===== src/rtl/button_conditioner.sv =====
// Per-channel button front end: synchronizer, debounce, press/release edge pulses
// and typematic auto-repeat. Channels share no state.
module button_conditioner #(
  parameter int NUM_BTNS       = 5,
  parameter int SYNC_STAGES    = 2,
  parameter int DEBOUNCE_COUNT = 250_000,
  parameter int REPEAT_DELAY   = 12_500_000,
  parameter int REPEAT_PERIOD  = 2_500_000
) (
  input  logic                clk,
  input  logic                rst_n,
  input  logic [NUM_BTNS-1:0] btn_raw,
  output logic [NUM_BTNS-1:0] btn_level,
  output logic [NUM_BTNS-1:0] btn_press,
  output logic [NUM_BTNS-1:0] btn_release,
  output logic [NUM_BTNS-1:0] btn_repeat
);

  localparam int DW   = $clog2(DEBOUNCE_COUNT + 1);
  localparam int RMAX = (REPEAT_DELAY > REPEAT_PERIOD) ? REPEAT_DELAY : REPEAT_PERIOD;
  localparam int RW   = $clog2(RMAX + 1);

  localparam logic [DW-1:0] DC_LAST = DW'(DEBOUNCE_COUNT - 1);
  localparam logic [RW-1:0] RD_LAST = RW'(REPEAT_DELAY - 1);
  localparam logic [RW-1:0] RP_LAST = RW'(REPEAT_PERIOD - 1);

  for (genvar gi = 0; gi < NUM_BTNS; gi++) begin : g_chan
    logic [SYNC_STAGES-1:0] sync_q;
    logic                   s;
    logic                   accept;
    logic [DW-1:0]          dcnt_q, dcnt_d;
    logic [RW-1:0]          rcnt_q, rcnt_d;
    logic                   rpt_phase_q, rpt_phase_d;
    logic                   level_q, level_d;
    logic                   press_q, press_d;
    logic                   release_q, release_d;
    logic                   repeat_q, repeat_d;

    assign s      = sync_q[SYNC_STAGES-1];
    assign accept = (s != level_q) && (dcnt_q == DC_LAST);

    always_comb begin
      dcnt_d      = dcnt_q;
      level_d     = level_q;
      press_d     = 1'b0;
      release_d   = 1'b0;
      repeat_d    = 1'b0;
      rcnt_d      = rcnt_q;
      rpt_phase_d = rpt_phase_q;

      if (s == level_q) begin
        dcnt_d = '0;
      end else if (accept) begin
        dcnt_d    = '0;
        level_d   = s;
        press_d   = s;
        release_d = ~s;
      end else begin
        dcnt_d = dcnt_q + DW'(1);
      end

      // The release edge counts as "not held", so it also swallows a coincident repeat.
      if (!level_q || accept) begin
        rcnt_d      = '0;
        rpt_phase_d = 1'b0;
      end else if (!rpt_phase_q && rcnt_q == RD_LAST) begin
        repeat_d    = 1'b1;
        rcnt_d      = '0;
        rpt_phase_d = 1'b1;
      end else if (rpt_phase_q && rcnt_q == RP_LAST) begin
        repeat_d = 1'b1;
        rcnt_d   = '0;
      end else begin
        rcnt_d = rcnt_q + RW'(1);
      end
    end

    always_ff @(posedge clk or negedge rst_n) begin
      if (!rst_n) begin
        sync_q      <= '0;
        dcnt_q      <= '0;
        rcnt_q      <= '0;
        rpt_phase_q <= 1'b0;
        level_q     <= 1'b0;
        press_q     <= 1'b0;
        release_q   <= 1'b0;
        repeat_q    <= 1'b0;
      end else begin
        sync_q      <= {sync_q[SYNC_STAGES-2:0], btn_raw[gi]};
        dcnt_q      <= dcnt_d;
        rcnt_q      <= rcnt_d;
        rpt_phase_q <= rpt_phase_d;
        level_q     <= level_d;
        press_q     <= press_d;
        release_q   <= release_d;
        repeat_q    <= repeat_d;
      end
    end

    assign btn_level[gi]   = level_q;
    assign btn_press[gi]   = press_q;
    assign btn_release[gi] = release_q;
    assign btn_repeat[gi]  = repeat_q;
  end

endmodule


===== config.mk =====
export PLATFORM = sky130hd
export DESIGN_NAME = button_conditioner
export DESIGN_NICKNAME = d
export VERILOG_FILES = /design/src/rtl/button_conditioner.sv
export SDC_FILE = /design/constraint.sdc
export NUM_CORES = 1
export LEC_CHECK = 0
export BUFFER_PORTS_ARGS = -buffer_cell sky130_fd_sc_hd__clkbuf_2
export CAP_MARGIN = 5
export CORE_AREA = 5 5 150 166
export DETAILED_ROUTE_END_ITERATION = 10
export DIE_AREA = 0 0 155 171
export PLACE_DENSITY = 0.71
export SLEW_MARGIN = 20
export SYNTH_ARGS = -nofsm -noshare
export SYNTH_HDL_FRONTEND = slang
export SYNTH_SLANG_ARGS = --single-unit

===== constraint.sdc =====
create_clock -name clk -period 4.1 [get_ports clk]
set_input_delay 0.205 -clock clk [delete_from_list [all_inputs] [get_ports clk]]
set_output_delay 0.205 -clock clk [all_outputs]
set_load 0.05 [all_outputs]

==> qor.csv, run 1 <==
stage;metric;value;unit
pwr;power;0.00516;W
layout;fillCellCount;2002;
sta;setup_slack;1600;ps
logic_synthesis;synthFlopType;dfrtp_1;
clock_network;ctsLongestPathBuffers;3;
routing;drt_iter0_drc;467;
sta;hold_viol;0;
grt;grt_usage;18.7;%
logic_synthesis;synthesis.nets;1258;
clock_network;cts_tree;yes;
worst_setup_path;required;4570;ps
routing;viasPerCell;5.98;
grt;grt_antenna_before_repair;0;
logic_synthesis;yosys_warnings;0;
logic_synthesis;yosysTopAreaCellShare;49.4;%
routing;routed_wl;24300;um
logic_synthesis;synth_top_cell_by_area;dfrtp_1;
floorplanning;die_x;155;um
sta;slew_headroom;27.9;%
sta;slew_viol_final;0;
layout;multi_input_area;5870;sq um
worst_setup_path;crit_family;compound AO/OA/AOI/OAI gates;
worst_setup_path;critPathCapture;g_chan[2].repeat_q$_DFF_PN0_;
logic_synthesis;synth_edf_count;0;
clock_network;clk_latency;540;ps
routing;route.detailed.drc;0;
worst_setup_path;r2r_slack;1600;ps
worst_setup_path;slowest_delay;740;ps
clock_network;cts-root-buf;clkbuf_16;
worst_setup_path;arrival;2970;ps
sta;hold_ws;308;ps
clock_network;clkTransAtPathRegs;60;ps
layout;final_cell_mix;245 x dfrtp_1, 89 x nor2_1, 86 x nor3_1, 79 x xnor2_1, 70 x nand2_1;
clock_network;postCtsSetupBuffers;0;
pwr;peakVddDrop;0.318;mV
routing;num_vias;9404;
worst_setup_path;r2r-end;g_chan[2].repeat_q$_DFF_PN0_;
routing;antenna_left;0;
placement;dp_hpwl;15700;um
clock_network;htreeDepth;1;
sta;fmax;401;MHz
logic_synthesis;synth_cell_types;52;
worst_setup_path;crit_path_start;g_chan[2].rcnt_q[15]$_DFF_PN0_;
logic_synthesis;syn-cell-area;12400;sq um
placement;io_buffers;26;
worst_setup_path;slowest_stage;o211a_1;
layout;syn2layout_area_growth;11.0;%
layout;regArea;6130;sq um
placement;place_congestion;0.816;
worst_setup_path;path_buf_inv;0;
layout;postLayoutCoreUtil;59.2;%
worst_setup_path;crit_path_frequent_cell;o211a_1;
logic_synthesis;ys_seq_area_share;49.4;%
logic_synthesis;ys_top_cells_by_area;dfrtp_1 49%, xnor2_1 5.6%, xor2_1 3.5%;
sta;finalCritPeriodShare;60.9;%
sta;finalSetupViolCount;0;
logic_synthesis;synth.avg_cell_area;10.0;sq um
worst_setup_path;crit_cells;4;
pwr;power_leakage;5.07;nW
status;status;completed;
worst_setup_path;worst_setup_path_end_kind;flop;
layout;fin_nets;1266;
sta;rsz0062_at_grt;no;
sta;max_slew.worst_pin.slew;1080;ps
logic_synthesis;ys_seq_elements;245;
clock_network;cts-buffers-inserted;27;
grt;grt_pass1_wl;43200;um
grt;gr-total-overflow;0;
layout;diodes;0;
sta;fin_crit;2500;ps
sta;finClkSkew;12.1;ps
layout;final_common_cell;dfrtp_1;
clock_network;cts.sinks;245;
placement;dpl_worst_slack;1470;ps
worst_setup_path;cp_max_fo;25;
grt;grt_max_degree;130;
floorplanning;die-area;26500;sq um
floorplanning;row_count;59;
logic_synthesis;async_reset_ff_share;100;%
routing;wl_per_cell;15.4;um
flow_run;maxCapViolations;0;
worst_setup_path;worst_setup_path_start_kind;flop;
layout;drive_above_1_share;9.31;%
worst_setup_path;path_cells;or4b_2 -> nor4_1 -> o211a_1 -> o211a_1;
sta;setup_tns;0;ps
pwr;cellPowerDensity;375;nW/um^2
worst_setup_path;r2r_cells;4;
hold_path;hold_path.startpoint;btn_raw[2];
hold_path;hold_path.class;primary input to flop;
logic_synthesis;synthCells;1241;
grt;grt_pass1_vias;9318;
worst_setup_path;path_class;flop to flop;
floorplanning;io_pins;27;
worst_setup_path;r2r-start;g_chan[2].rcnt_q[15]$_DFF_PN0_;
floorplanning;die_y;171;um
floorplanning;start_util;53.3;%
routing;drt-pass1-iter-count;5;
floorplanning;core-area;23300;sq um
[synthesized netlist by cell type, drive strengths merged (10+ instances only)]
cell,n
nor3,86
xnor2,79
nor4b,11
ha,10
nand4,65
nand3,67
nor2,89
inv,30
or4,45
clkbuf,25
a21oi,24
a211oi,49
nor4,39
or3,43
o31ai,30
and4,23
nor3b,17
and3,10
nand2,70
buf,39
o21ai,39
dfrtp,245
xor2,50
or4b,10
[routing by layer]
| layer | global-route usage [%] | part of all wire (%) | vias to the layer above |
|---|---|---|---|
| met5 | 0 | 0 | - |
| met4 | 4.53 | 1.5 | 0 |
| met3 | 2.45 | 3.0 | 30 |
| met2 | 32.1 | 49 | 97 |
| met1 | 25.3 | 47 | 4642 |
| li1 | - | - | 4635 |
[kinds of logic (layout without fill, tap and decap cells)]
logic type                 count (synthesis)  count (layout)  synth area share (%)
AOI/OAI and AO/OA                        155             155                  8.51
xor gates and xnor gates                 129             129                  9.11
adders and majority gates                 10              10                  1.01
buffers and inverters                     94             120                  3.72
DFF                                      245             245                  49.4
muxes                                      5               5                 0.454
and+or+nand+nor                          603             603                  27.8
[sequential cells by signal, summed over array words and instances, names as in the netlist]
register and flops:
g_chan.rcnt_q 120, g_chan.dcnt_q 90, g_chan.sync_q 10, g_chan.level_q 5, g_chan.press_q 5, g_chan.release_q 5, g_chan.repeat_q 5, g_chan.rpt_phase_q 5
[power by group]
part,internal (W),switching [W],total (W),leakage (nW)
clock network,0.00165,0.000958,0.00261,0.482
registers,0.00244,0.0000185,0.00245,3.39
logic,0.0000250,0.0000699,0.0000949,1.20
total,0.00411,0.00105,0.00516,5.07
[layout make-up]
type	count	share of cell area, %
flip-flops and latches	245	44.5
well taps	305	2.77
repair buffers	43	2.17
clock inverters	11	1.35
clock buffers	36	5.73
multi-input cells	902	42.6
inverters	30	0.818
[how the worst min path moves through the flow]
stage | endpoint | cells after the start
3_5_place_dp | g_chan[0].sync_q[0]$_DFF_PN0_ | 1
5_1_grt | g_chan[2].sync_q[0]$_DFF_PN0_ | 2
2_1_floorplan | g_chan[0].dcnt_q[0]$_DFF_PN0_ | 0
3_3_place_gp | g_chan[3].sync_q[0]$_DFF_PN0_ | 1
4_1_cts | g_chan[0].sync_q[0]$_DFF_PN0_ | 2
6_report | g_chan[2].sync_q[0]$_DFF_PN0_ | 2
[through the flow]
| step | area, sq um | std cells |
|---|---|---|
| floorplan | 12400 | 1241 |
| global placement | 12700 | 1518 |
| detailed placement | 12700 | 1518 |
| CTS | 13700 | 1571 |
| global route | 13800 | 1572 |
| finish | 13800 | 1572 |
[timing repair]
action,CTS,global route
hold buffers,6,0
resized for setup,0,0
hold endpoints to repair,131,0
Note: power is estimated with default switching activity, not from simulation.
==> run 2, diff against run 1 <==
- PLACE_DENSITY: 0.71 -> 0.74
- clock period: 4.1 -> 2.2 ns (I/O delays scaled with it)
==> run 2 against run 1 <==
Register-to-register slack worse by 1500 ps. Maximum frequency rose by 17%. Hold slack lost 190 ps. Setup slack got worse by 1500 ps. Count of clock-buffer cells in the layout up 1. Die area did not move. Largest cell class unchanged.
==> qor.csv, run 2 (same netlist as run 1, synthesis figures left out) <==
stage;metric;value;unit
sta;setup_slack;75.4;ps
pwr;cellPowerDensity;672;nW/um^2
floorplanning;start_util;53.3;%
worst_setup_path;arrival;2540;ps
routing;num_vias;9604;
grt;grt_pass1_vias;9556;
hold_path;hold_path.class;primary input to asynchronous set/reset pin;
sta;fin_crit;2120;ps
routing;wl_per_cell;15.3;um
routing;drt_iter0_drc;483;
layout;final_cell_mix;245 x dfrtp_1, 89 x nor2_1, 86 x nor3_1, 79 x xnor2_1, 70 x nand2_1;
routing;routed_wl;25000;um
grt;grt_antenna_before_repair;0;
pwr;power_leakage;5.38;nW
routing;antenna_left;0;
grt;grt_pass1_wl;44300;um
layout;top_register;g_chan.rcnt_q;
layout;syn2layout_area_growth;15.1;%
layout;postLayoutCoreUtil;61.4;%
clock_network;cts-buffers-inserted;26;
routing;wl_met1;11300;um
layout;diodes;0;
worst_setup_path;slowest_stage;or4_4;
floorplanning;row_count;59;
flow_run;maxCapViolations;0;
placement;dp_hpwl;16500;um
grt;gr-total-overflow;0;
status;status;completed;
sta;slew_viol_final;0;
sta;finClkSkew;14.9;ps
worst_setup_path;crit_family;simple AND/OR/NAND/NOR gates;
sta;hold_viol;0;
clock_network;cts_tree;yes;
worst_setup_path;path_buf_inv;0;
sta;max_slew.worst_pin.slew;634;ps
grt;grt_usage;19.2;%
placement;dpl_worst_slack;23.8;ps
clock_network;htreeDepth;1;
worst_setup_path;path_cells;ha_2 -> nand4_2 -> or4_4 -> or4_1 -> a211oi_1;
layout;largest_reg_flops;120;
worst_setup_path;cp_max_fo;7;
layout;top_regs;g_chan.rcnt_q: 120 flops, g_chan.dcnt_q: 90 flops, g_chan.sync_q: 10 flops;
clock_network;cts-root-buf;clkbuf_16;
worst_setup_path;worst_setup_path_start_kind;flop;
floorplanning;die-area;26500;sq um
worst_setup_path;path_class;flop to flop;
sta;slew_headroom;57.4;%
sta;finalCritPeriodShare;96.6;%
routing;drt-pass1-iter-count;4;
grt;grt_max_degree;62;
worst_setup_path;worst_setup_path_end_kind;flop;
clock_network;clk_latency;530;ps
routing;viasPerCell;5.90;
floorplanning;die_y;171;um
worst_setup_path;required;2620;ps
layout;final_common_cell;dfrtp_1;
routing;wl_met3;752;um
sta;setup_tns;0;ps
floorplanning;die_x;155;um
routing;route.detailed.drc;0;
floorplanning;core-area;23300;sq um
pwr;peakVddDrop;0.607;mV
clock_network;cts.sinks;245;
worst_setup_path;slowest_delay;600;ps
floorplanning;io_pins;27;
placement;place_congestion;0.840;
layout;fin_nets;1321;
layout;drive_above_1_share;13.4;%
clock_network;ctsLongestPathBuffers;3;
sta;fmax;471;MHz
sta;finalSetupViolCount;0;
routing;highest_layer;met4;
routing;wl_met2;12600;um
clock_network;clkTransAtPathRegs;60;ps
placement;io_buffers;26;
-- run 2: path summary, 6_finish.rpt --
| kind | from | end | slack [ps] | cells after the start |
|---|---|---|---|---|
| max | g_chan[1].rcnt_q[0]$_DFF_PN0_ | g_chan[1].rcnt_q[22]$_DFF_PN0_ | 80 | 5 |
| min | rst_n | g_chan[1].sync_q[1]$_DFF_PN0_ | 120 | 2 |
| max reg2reg | g_chan[1].rcnt_q[0]$_DFF_PN0_ | g_chan[1].rcnt_q[22]$_DFF_PN0_ | 80 | 5 |
| min reg2reg | g_chan[2].sync_q[0]$_DFF_PN0_ | g_chan[2].sync_q[1]$_DFF_PN0_ | 350 | 0 |
| max in group asynchronous | rst_n | g_chan[2].dcnt_q[4]$_DFF_PN0_ | 1320 | 3 |
| min in group clk | btn_raw[4] | g_chan[4].sync_q[0]$_DFF_PN0_ | 230 | 2 |
-- run 2: report_power, final --
group | switching (W) | internal (W) | total [W]
sequential | 0.0000344 | 0.00454 | 0.00457
clock | 0.00176 | 0.00307 | 0.00483
combinational | 0.000132 | 0.0000550 | 0.000187
-- run 2: cell type report --
type	instances	area (sq um)
Multi-Input combinational cell	902	5870
Inverter	30	113
Timing Repair Buffer	99	807
Clock buffer	37	783
Sequential cell	245	6130
Fill cell	1936	8980
Clock inverter	11	193
Tap cell	305	382
-- run 2: per-layer routing --
metal	vias up	global-route usage, %
met5	-	0
met3	31	2.61
met2	103	34.2
met4	0	4.61
met1	4724	24.9
li1	4746	-
-- run 2: through the flow --
step	instance area, sq um	instances	hold WS [ps]	total power, W
2_1_floorplan	12400	1241	-186	0.00470
3_3_place_gp	13200	1575	83.0	0.00484
3_5_place_dp	13200	1575	83.3	0.00484
4_1_cts	14300	1629	125	0.00971
5_1_grt	14300	1629	160	0.00994
6_report	14300	1629	121	0.00959
-- run 2: what timing repair did --
action / in CTS / in global routing
endpoints found under the hold margin: 194 / 0
endpoints found under the setup margin: 1 / 11
buffers inserted: 0 / 0
resized for setup: 1 / 7
hold buffers: 6 / 0
pin swaps: 0 / 0
==> run 3, diff against run 2 <==
- REMOVE_ABC_BUFFERS: default -> 1
==> run 3 against run 2 <==
Hold slack improved by 13 ps. Flip-flop and latch count is the same. First-iteration DRC count grew 26%. Register-to-register slack better by 20 ps. Sequential share of layout area is 0.48 points higher. Routed wire length shrank 0.34%. Critical endpoint is now g_chan[4].rcnt_q[18]$_DFF_PN0_. Via count grew 0.20%. Global-route usage shrank 0.20 points. Die area did not move.
==> qor.csv, run 3 (same netlist as run 1, synthesis figures left out) <==
stage;metric;value;unit
floorplanning;row_count;59;
layout;largest_reg_flops;120;
layout;top_register;g_chan.rcnt_q;
clock_network;cts.sinks;245;
clock_network;cts-root-buf;clkbuf_16;
worst_setup_path;path_buf_inv;1;
sta;rsz0062_at_grt;no;
layout;diodes;0;
grt;grt_antenna_before_repair;0;
sta;finClkSkew;22.0;ps
layout;fin_nets;1320;
sta;slew_viol_final;0;
routing;routed_wl;24900;um
worst_setup_path;worst_setup_path_start_kind;flop;
routing;drt_iter0_drc;610;
grt;grt_usage;19.0;%
clock_network;clkTransAtPathRegs;60;ps
sta;hold_ws;134;ps
routing;wl_per_cell;15.3;um
sta;finalCritPeriodShare;95.8;%
floorplanning;core-area;23300;sq um
pwr;power_leakage;5.30;nW
layout;top_regs;g_chan.rcnt_q: 120 flops, g_chan.dcnt_q: 90 flops, g_chan.sync_q: 10 flops;
clock_network;clk_latency;530;ps
routing;antenna_left;0;
sta;max_slew.worst_pin.slew;565;ps
sta;setup_tns;0;ps
placement;dp_hpwl;16600;um
floorplanning;die_x;155;um
pwr;cellPowerDensity;630;nW/um^2
floorplanning;die-area;26500;sq um
worst_setup_path;slowest_stage;or4b_4;
pwr;peakVddDrop;0.615;mV
grt;grt_pass1_wl;43900;um
routing;drt-pass1-iter-count;5;
routing;route.detailed.drc;0;
sta;fmax;474;MHz
worst_setup_path;slowest_delay;550;ps
worst_setup_path;crit_family;simple AND/OR/NAND/NOR gates;
worst_setup_path;cp_max_fo;7;
clock_network;cts-buffers-inserted;26;
clock_network;ctsLongestPathBuffers;3;
worst_setup_path;path_class;flop to flop;
layout;final_common_cell;dfrtp_1;
sta;slew_headroom;62.0;%
routing;num_vias;9623;
floorplanning;io_pins;27;
placement;placed_cells;1572;
layout;drive_above_1_share;12.9;%
layout;postLayoutCoreUtil;60.7;%
sta;hold_viol;0;
worst_setup_path;arrival;2530;ps
sta;fin_crit;2110;ps
layout;fillCellCount;1912;
placement;io_buffers;26;
layout;final_cell_mix;245 x dfrtp_1, 89 x nor2_1, 86 x nor3_1, 79 x xnor2_1, 70 x nand2_1;
worst_setup_path;path_cells;ha_2 -> nand4_2 -> or4b_4 -> buf_4 -> or3_1 -> a211oi_1;
status;status;completed;
placement;place_congestion;0.841;
grt;grt_max_degree;76;
worst_setup_path;worst_setup_path_end_kind;flop;
worst_setup_path;r2r_slack;90;ps
floorplanning;die_y;171;um
grt;grt_pass1_vias;9455;
flow_run;maxCapViolations;0;
pwr;power;0.00889;W
layout;syn2layout_area_growth;13.8;%
worst_setup_path;required;2620;ps
layout;final_cells;1624;
routing;viasPerCell;5.93;
clock_network;htreeDepth;1;
hold_path;hold_path.class;primary input to asynchronous set/reset pin;
sta;finalSetupViolCount;0;
floorplanning;start_util;53.3;%
worst_setup_path;r2r-start;g_chan[4].rcnt_q[1]$_DFF_PN0_;
grt;gr-total-overflow;0;
worst_setup_path;crit_path_start;g_chan[4].rcnt_q[1]$_DFF_PN0_;
clock_network;cts_tree;yes;
==> run 3: area by class of cell <==
class,instances,area (sq um),area share [%]
clock inverter,6,41.3,0.292
sequential,245,6130,43.4
clock buffer,38,767,5.43
multi-input combinational,902,5880,41.6
timing repair buffer,98,808,5.73
tap,305,382,2.70
inverter,30,113,0.798
==> run 3: stage by stage <==
step | setup slack, ps | area [sq um]
2_1_floorplan | -666 | 12100
3_3_place_gp | 133 | 13200
3_5_place_dp | 23.1 | 13200
4_1_cts | 29.0 | 14100
5_1_grt | 4.44 | 14100
6_report | 91.6 | 14100
==> run 3: metal layers <==
metal | vias up | GRT usage (%) | routed length, um
li1 | 4742 | - | -
met1 | 4699 | 26.1 | 11500
met2 | 139 | 32.1 | 12100
met3 | 43 | 2.58 | 902
met4 | 0 | 4.80 | 437
met5 | - | 0 | 0
==> run 3: worst register-to-register path: stages (launching register included) <==
cell and delay, ps:
dfrtp_1 370, ha_2 200, nand4_2 130, or4b_4 550, buf_4 170, or3_1 340
a211oi_1 240
==> run 3: report_power, final <==
part	switching (W)	internal, W
Combinational	0.000133	0.0000567
Sequential	0.0000357	0.00454
Clock	0.00172	0.00240
==> run 3: timing repair <==
action	in CTS	in global routing
hold buffers	6	0
endpoints found under the hold margin	151	0
resized for setup	0	8
endpoints found under the setup margin	0	13
setup buffers	0	2
==> run 3: final timing paths <==
path,end,cells past startpoint
max,g_chan[4].rcnt_q[18]$_DFF_PN0_,6
min,g_chan[2].rcnt_q[20]$_DFF_PN0_,2
max reg2reg,g_chan[4].rcnt_q[18]$_DFF_PN0_,6
min reg2reg,g_chan[0].sync_q[1]$_DFF_PN0_,0
max in group asynchronous,g_chan[3].rcnt_q[4]$_DFF_PN0_,3
min in group clk,g_chan[4].sync_q[0]$_DFF_PN0_,2
